[src/rtl/serial_fir_pkg.sv]
// Shared constants, coefficient table and FSM encoding for the serial FIR.
package serial_fir_pkg;

  localparam int TAPS   = 16;
  localparam int DATA_W = 12;
  localparam int COEF_W = 11;
  localparam int CNT_W  = $clog2(TAPS);
  localparam int OUT_W  = DATA_W + COEF_W + CNT_W;

  typedef enum logic {
    IDLE = 1'b0,
    BUSY = 1'b1
  } state_e;

  // Symmetric low-pass, DC gain 1026.
  function automatic logic signed [COEF_W-1:0] coef(input logic [CNT_W-1:0] idx);
    case (idx)
      4'd0:    coef = -11'sd3;
      4'd1:    coef = -11'sd8;
      4'd2:    coef = 11'sd0;
      4'd3:    coef = 11'sd28;
      4'd4:    coef = 11'sd64;
      4'd5:    coef = 11'sd110;
      4'd6:    coef = 11'sd150;
      4'd7:    coef = 11'sd172;
      4'd8:    coef = 11'sd172;
      4'd9:    coef = 11'sd150;
      4'd10:   coef = 11'sd110;
      4'd11:   coef = 11'sd64;
      4'd12:   coef = 11'sd28;
      4'd13:   coef = 11'sd0;
      4'd14:   coef = -11'sd8;
      default: coef = -11'sd3;
    endcase
  endfunction

endpackage

[src/rtl/serial_fir_mac.sv]
// Signed multiply-accumulate: sum_o = acc + ext(sample*coef), combinational off the accumulator.
// clr_i wins over acc_en_i so a back-to-back restart always begins from zero.
module serial_fir_mac #(
  parameter int DATA_W = serial_fir_pkg::DATA_W,
  parameter int COEF_W = serial_fir_pkg::COEF_W,
  parameter int OUT_W  = serial_fir_pkg::OUT_W
) (
  input  logic                     clk_i,
  input  logic                     rstn_i,
  input  logic                     clr_i,
  input  logic                     acc_en_i,
  input  logic signed [DATA_W-1:0] sample_i,
  input  logic signed [COEF_W-1:0] coef_i,
  output logic signed [OUT_W-1:0]  sum_o
);
  import serial_fir_pkg::*;

  localparam int PROD_W = DATA_W + COEF_W;

  logic signed [PROD_W-1:0] prod;
  logic signed [OUT_W-1:0]  prod_ext;
  logic signed [OUT_W-1:0]  acc_q;
  logic signed [OUT_W-1:0]  acc_d;

  assign prod     = $signed({{COEF_W{sample_i[DATA_W-1]}}, sample_i})
                  * $signed({{DATA_W{coef_i[COEF_W-1]}}, coef_i});
  assign prod_ext = {{(OUT_W-PROD_W){prod[PROD_W-1]}}, prod};
  assign sum_o    = acc_q + prod_ext;

  always_comb begin
    acc_d = acc_q;
    if (clr_i) begin
      acc_d = '0;
    end else if (acc_en_i) begin
      acc_d = sum_o;
    end
  end

  always_ff @(posedge clk_i or negedge rstn_i) begin
    if (!rstn_i) begin
      acc_q <= '0;
    end else begin
      acc_q <= acc_d;
    end
  end

endmodule

[src/rtl/serial_fir.sv]
// 16-tap FIR on one MAC: sample captured on enable, result on data_o 16 clocks later.
// Enables during BUSY are dropped except on the last MAC cycle; SERIAL_FIR_VALID_EN adds valid_o.
module serial_fir #(
  parameter int TAPS   = serial_fir_pkg::TAPS,
  parameter int DATA_W = serial_fir_pkg::DATA_W,
  parameter int COEF_W = serial_fir_pkg::COEF_W,
  parameter int OUT_W  = serial_fir_pkg::OUT_W
) (
  input  logic                     clk_i,
  input  logic                     rstn_i,
  input  logic                     enable_i,
  input  logic signed [DATA_W-1:0] data_i,
  output logic signed [OUT_W-1:0]  data_o
`ifdef SERIAL_FIR_VALID_EN
  ,
  output logic                     valid_o
`endif
);
  import serial_fir_pkg::*;

  localparam int CW = $clog2(TAPS);

  state_e                   state_q, state_d;
  logic [CW-1:0]            cnt_q, cnt_d;
  logic signed [DATA_W-1:0] x_q [TAPS];
  logic signed [OUT_W-1:0]  data_q;
  logic signed [OUT_W-1:0]  mac_sum;
  logic signed [COEF_W-1:0] coef_cur;
  logic                     shift, mac_clr, mac_en, last;

  assign coef_cur = coef(cnt_q);

  always_comb begin
    state_d = state_q;
    cnt_d   = cnt_q;
    shift   = 1'b0;
    mac_clr = 1'b0;
    mac_en  = 1'b0;
    last    = 1'b0;
    unique case (state_q)
      IDLE: begin
        if (enable_i) begin
          shift   = 1'b1;
          mac_clr = 1'b1;
          cnt_d   = '0;
          state_d = BUSY;
        end
      end
      BUSY: begin
        mac_en = 1'b1;
        cnt_d  = cnt_q + 1'b1;
        if (cnt_q == CW'(TAPS - 1)) begin
          last    = 1'b1;
          state_d = IDLE;
          // Last MAC cycle doubles as the capture edge of the next sample.
          if (enable_i) begin
            shift   = 1'b1;
            mac_clr = 1'b1;
            cnt_d   = '0;
            state_d = BUSY;
          end
        end
      end
      default: state_d = IDLE;
    endcase
  end

  always_ff @(posedge clk_i or negedge rstn_i) begin
    if (!rstn_i) begin
      state_q <= IDLE;
      cnt_q   <= '0;
      data_q  <= '0;
      for (int k = 0; k < TAPS; k++) begin
        x_q[k] <= '0;
      end
    end else begin
      state_q <= state_d;
      cnt_q   <= cnt_d;
      if (shift) begin
        x_q[0] <= data_i;
        for (int k = 1; k < TAPS; k++) begin
          x_q[k] <= x_q[k-1];
        end
      end
      if (last) begin
        data_q <= mac_sum;
      end
    end
  end

  assign data_o = data_q;

  serial_fir_mac #(
    .DATA_W (DATA_W),
    .COEF_W (COEF_W),
    .OUT_W  (OUT_W)
  ) u_mac (
    .clk_i    (clk_i),
    .rstn_i   (rstn_i),
    .clr_i    (mac_clr),
    .acc_en_i (mac_en),
    .sample_i (x_q[cnt_q]),
    .coef_i   (coef_cur),
    .sum_o    (mac_sum)
  );

`ifdef SERIAL_FIR_VALID_EN
  logic valid_q;

  always_ff @(posedge clk_i or negedge rstn_i) begin
    if (!rstn_i) begin
      valid_q <= 1'b0;
    end else begin
      valid_q <= last;
    end
  end

  assign valid_o = valid_q;
`endif

endmodule

[config.mk]
export PLATFORM = sky130hd
export DESIGN_NAME = serial_fir
export DESIGN_NICKNAME = d
export VERILOG_FILES = /design/src/rtl/serial_fir_pkg.sv /design/src/rtl/serial_fir_mac.sv /design/src/rtl/serial_fir.sv
export SDC_FILE = /design/constraint.sdc
export NUM_CORES = 1
export LEC_CHECK = 0
export ABC_AREA = 1
export BUFFER_PORTS_ARGS = -buffer_cell sky130_fd_sc_hd__buf_4
export CELL_PAD_IN_SITES_DETAIL_PLACEMENT = 1
export CELL_PAD_IN_SITES_GLOBAL_PLACEMENT = 1
export CORE_AREA = 2 2 198 200
export DETAILED_ROUTE_END_ITERATION = 6
export DIE_AREA = 0 0 200 202
export PLACE_DENSITY = 0.92
export SLEW_MARGIN = 5
export SYNTH_ARGS = -nofsm -noshare
export SYNTH_HDL_FRONTEND = slang
export SYNTH_SLANG_ARGS = --single-unit
[constraint.sdc]
create_clock -name clk_i -period 6.7 [get_ports clk_i]
set_input_delay 0 -clock clk_i [delete_from_list [all_inputs] [get_ports clk_i]]
set_output_delay 0 -clock clk_i [all_outputs]
set_load 0.03 [all_outputs]
==> metrics <==
CP max stage cell=dfrtp_4; via count=16322; cell count after synthesis=2344; Max H-tree Level=1; CTS tree=done; Avg Cell Area, Syn=about 7.9 µm²; DIE WIDTH=roughly 200 µm; critical path required time=just over 7 ns; Layout fillers=4634; CP startpoint kind=flop; top sig layer=met4; final setup vio count=0; pre-CTS WS=-0.09912 ns; Synth area leader=dfrtp_1; outcome=completed; worst-skew pair later-pin latency=a little under 0.6 ns; routability cong.=roughly 0.9; final period utilization=about 100%; DRC Markers=0; Remaining Overflow, GRT=0; post-synth cell types=42; Async SR Flop Fraction=100.0%; cell area after placement=19330 µm²; Synth Flop Type=dfrtp_1; I/O pin cnt=42; CTS buffer count=30; clk slew on worst S/H paths=about 0.060 ns; Core Footprint=around 38000 µm²; clock skew=0.03221 ns; register area share after synthesis=33.74%; Peak Freq=around 150 MHz; minimum clock period=between 6 and 7 ns; worst setup path class=flop to flop; first-pass detailed-route iteration total=5; port bufs=41; height of the die=roughly 200 µm; DR vias/cell=5.582; Slew headroom=18.26%; Max Cap Violations=0; storage element area=about 6300 µm²; # clock sinks=between 200 and 300; initial DRC count=~1300; vias in the first global route=roughly 18000; antenna violations before repair=1; Mapped Nets=approximately 2600; first-pass GRT wire length=approximately 98 mm; Area Overhead vs Synth=10.96%; ANT cells=0; Hold/Removal Path Class=input port to async pin; number of synthesis warnings=0; CTS Root Cell=clkbuf_16; Die ar.=slightly above 40000 µm²; design area=20650 µm²; CP max stage delay=a little under 0.6 ns; num rows=72; Worst EP arrival=around 7 ns; Final nets=2647; synthesized area=about 19000 µm²; setup repair after global routing missed its margin=yes; Crit. End Element=flop; Max FO, Critical Path=35; count leader, synth=nand2_1; multi-input logic area=roughly 10000 µm²; Slew Limit Fails=0; final WL=about 62 mm; initial core utilization=approximately 50%; share of cells above drive strength 1=8.520%; #FFs+latches synth=roughly 250; number of synthesized flops with an enable pin=0; met3 wire length=3.204 mm; largest net degree at the start of global routing=approximately 160; synth cell count leaders=675 x nand2_1, 463 x inv_1, 251 x dfrtp_1, 237 x o21ai_0, 161 x fa_1; antenna-violating nets left=0; final hold violations=0; wire per inst=between 20 and 25 µm; worst-margin pin slew=1.226 ns; Final WS setup=roughly 0.15 ns; Met2 Wirelength=31.07 mm; hpwl dp=41.92 mm; CTS Buffer Depth=3; Synth area leaders=dfrtp_1 34%, fa_1 17%, nand2_1 14%, inv_1 9.3%, o21ai_0 6.4%; Total GRT Usage=between 30% and 40%; top cell type's share of synthesized area=33.74%; wl on met1=~25 mm
-- cell usage in the layout, fill, tap and decap left out, types with 7 or more instances in the layout --
cell type,count
a21oi_1,94
dlygate4sd3_1,14
nand4_1,8
ha_1,80
o21ai_1,31
o21ai_0,236
o22ai_1,14
o211ai_1,7
buf_4,81
inv_2,17
inv_1,461
nor2_1,63
xnor2_1,9
fa_1,159
dfrtp_1,248
nand3_1,71
clkbuf_16,32
nor2_2,10
nand2_1,674
-- layer usage --
| layer | track usage [%] | vias up |
|---|---|---|
| li1 | - | 7211 |
| met1 | 38.13 | 8321 |
| met2 | 54.33 | 562 |
| met3 | 4.489 | 228 |
| met4 | 13.02 | 0 |
| met5 | 0 | - |
-- registers in the layout, indices dropped and copies added, names as in the netlist --
signal,flops
cnt_q,4
data_o,27
state_q,1
u_mac.acc_q,27
x_q,192
-- path summary, 6_finish.rpt --
check	startpoint	to	cells past startpoint	slack, ns
worst max-delay path	cnt_q[0]	u_mac.acc_q[14]	28	0.15
worst min-delay path	rstn_i	x_q[51]	2	0.03
worst max register to register	cnt_q[0]	u_mac.acc_q[14]	28	0.15
worst min register to register	x_q[169]	x_q[157]	2	0.48
max in group asynchronous	rstn_i	cnt_q[0]	3	5.27
min in group clk_i	data_i[0]	x_q[180]	4	0.19
-- worst max-delay path: cells and delay by family (launching register included) --
family | cells | cell delay, ns
AOI/OAI and AO/OA | 4 | 0.63
and+or+nand+nor | 8 | 1.05
buffers and inverters | 9 | 0.97
DFF | 1 | 0.59
adders and majority gates | 7 | 3.12
-- cell families (layout without fill, tap and decap cells) --
family                   count (synthesis)  count (layout)  synth area share [%]
AO/OA/AOI/OAI                          402             402                 11.41
AND/OR/NAND/NOR                        860             860                 18.68
adder cells (fa/ha/maj)                244             244                 22.89
buffers and inverters                  575             637                 12.71
XOR/XNOR                                12              12                0.5647
flip-flops                             251             251                 33.74
-- stage by stage --
step           hold WS [ns]  util (%)  TNS, ns  std cells
2_1_floorplan       -0.2956         -        0       2344
3_3_place_gp        0.06745     50.48        0       2845
3_5_place_dp        0.06926     50.48  -0.1739       2845
4_1_cts             0.08763     53.44        0       2913
5_1_grt              0.1096     53.95  -0.3223       2924
6_report            0.03404     53.95        0       2924
-- final cells by class --
cell class	count	area share, %
clock buffers	41	4.180
clock inverters	9	0.4180
inverters	483	8.893
multi-input cells	1518	48.56
flip-flops and latches	251	30.44
well taps	518	3.138
repair buffers	104	4.374
-- what timing repair did --
| action | 4_1_cts | 5_1_grt |
|---|---|---|
| hold endpoints to repair | 117 | 0 |
| buffers inserted | 4 | 10 |
| resized for setup | 4 | 24 |
| gates cloned | 0 | 1 |
| pin swaps | 0 | 2 |
| hold buffers | 14 | 0 |
| setup endpoints to repair | 2 | 34 |
Power is left out: the tool's default activity adds up to more than one toggle a clock period on the data nets, which glitch-free logic cannot reach.
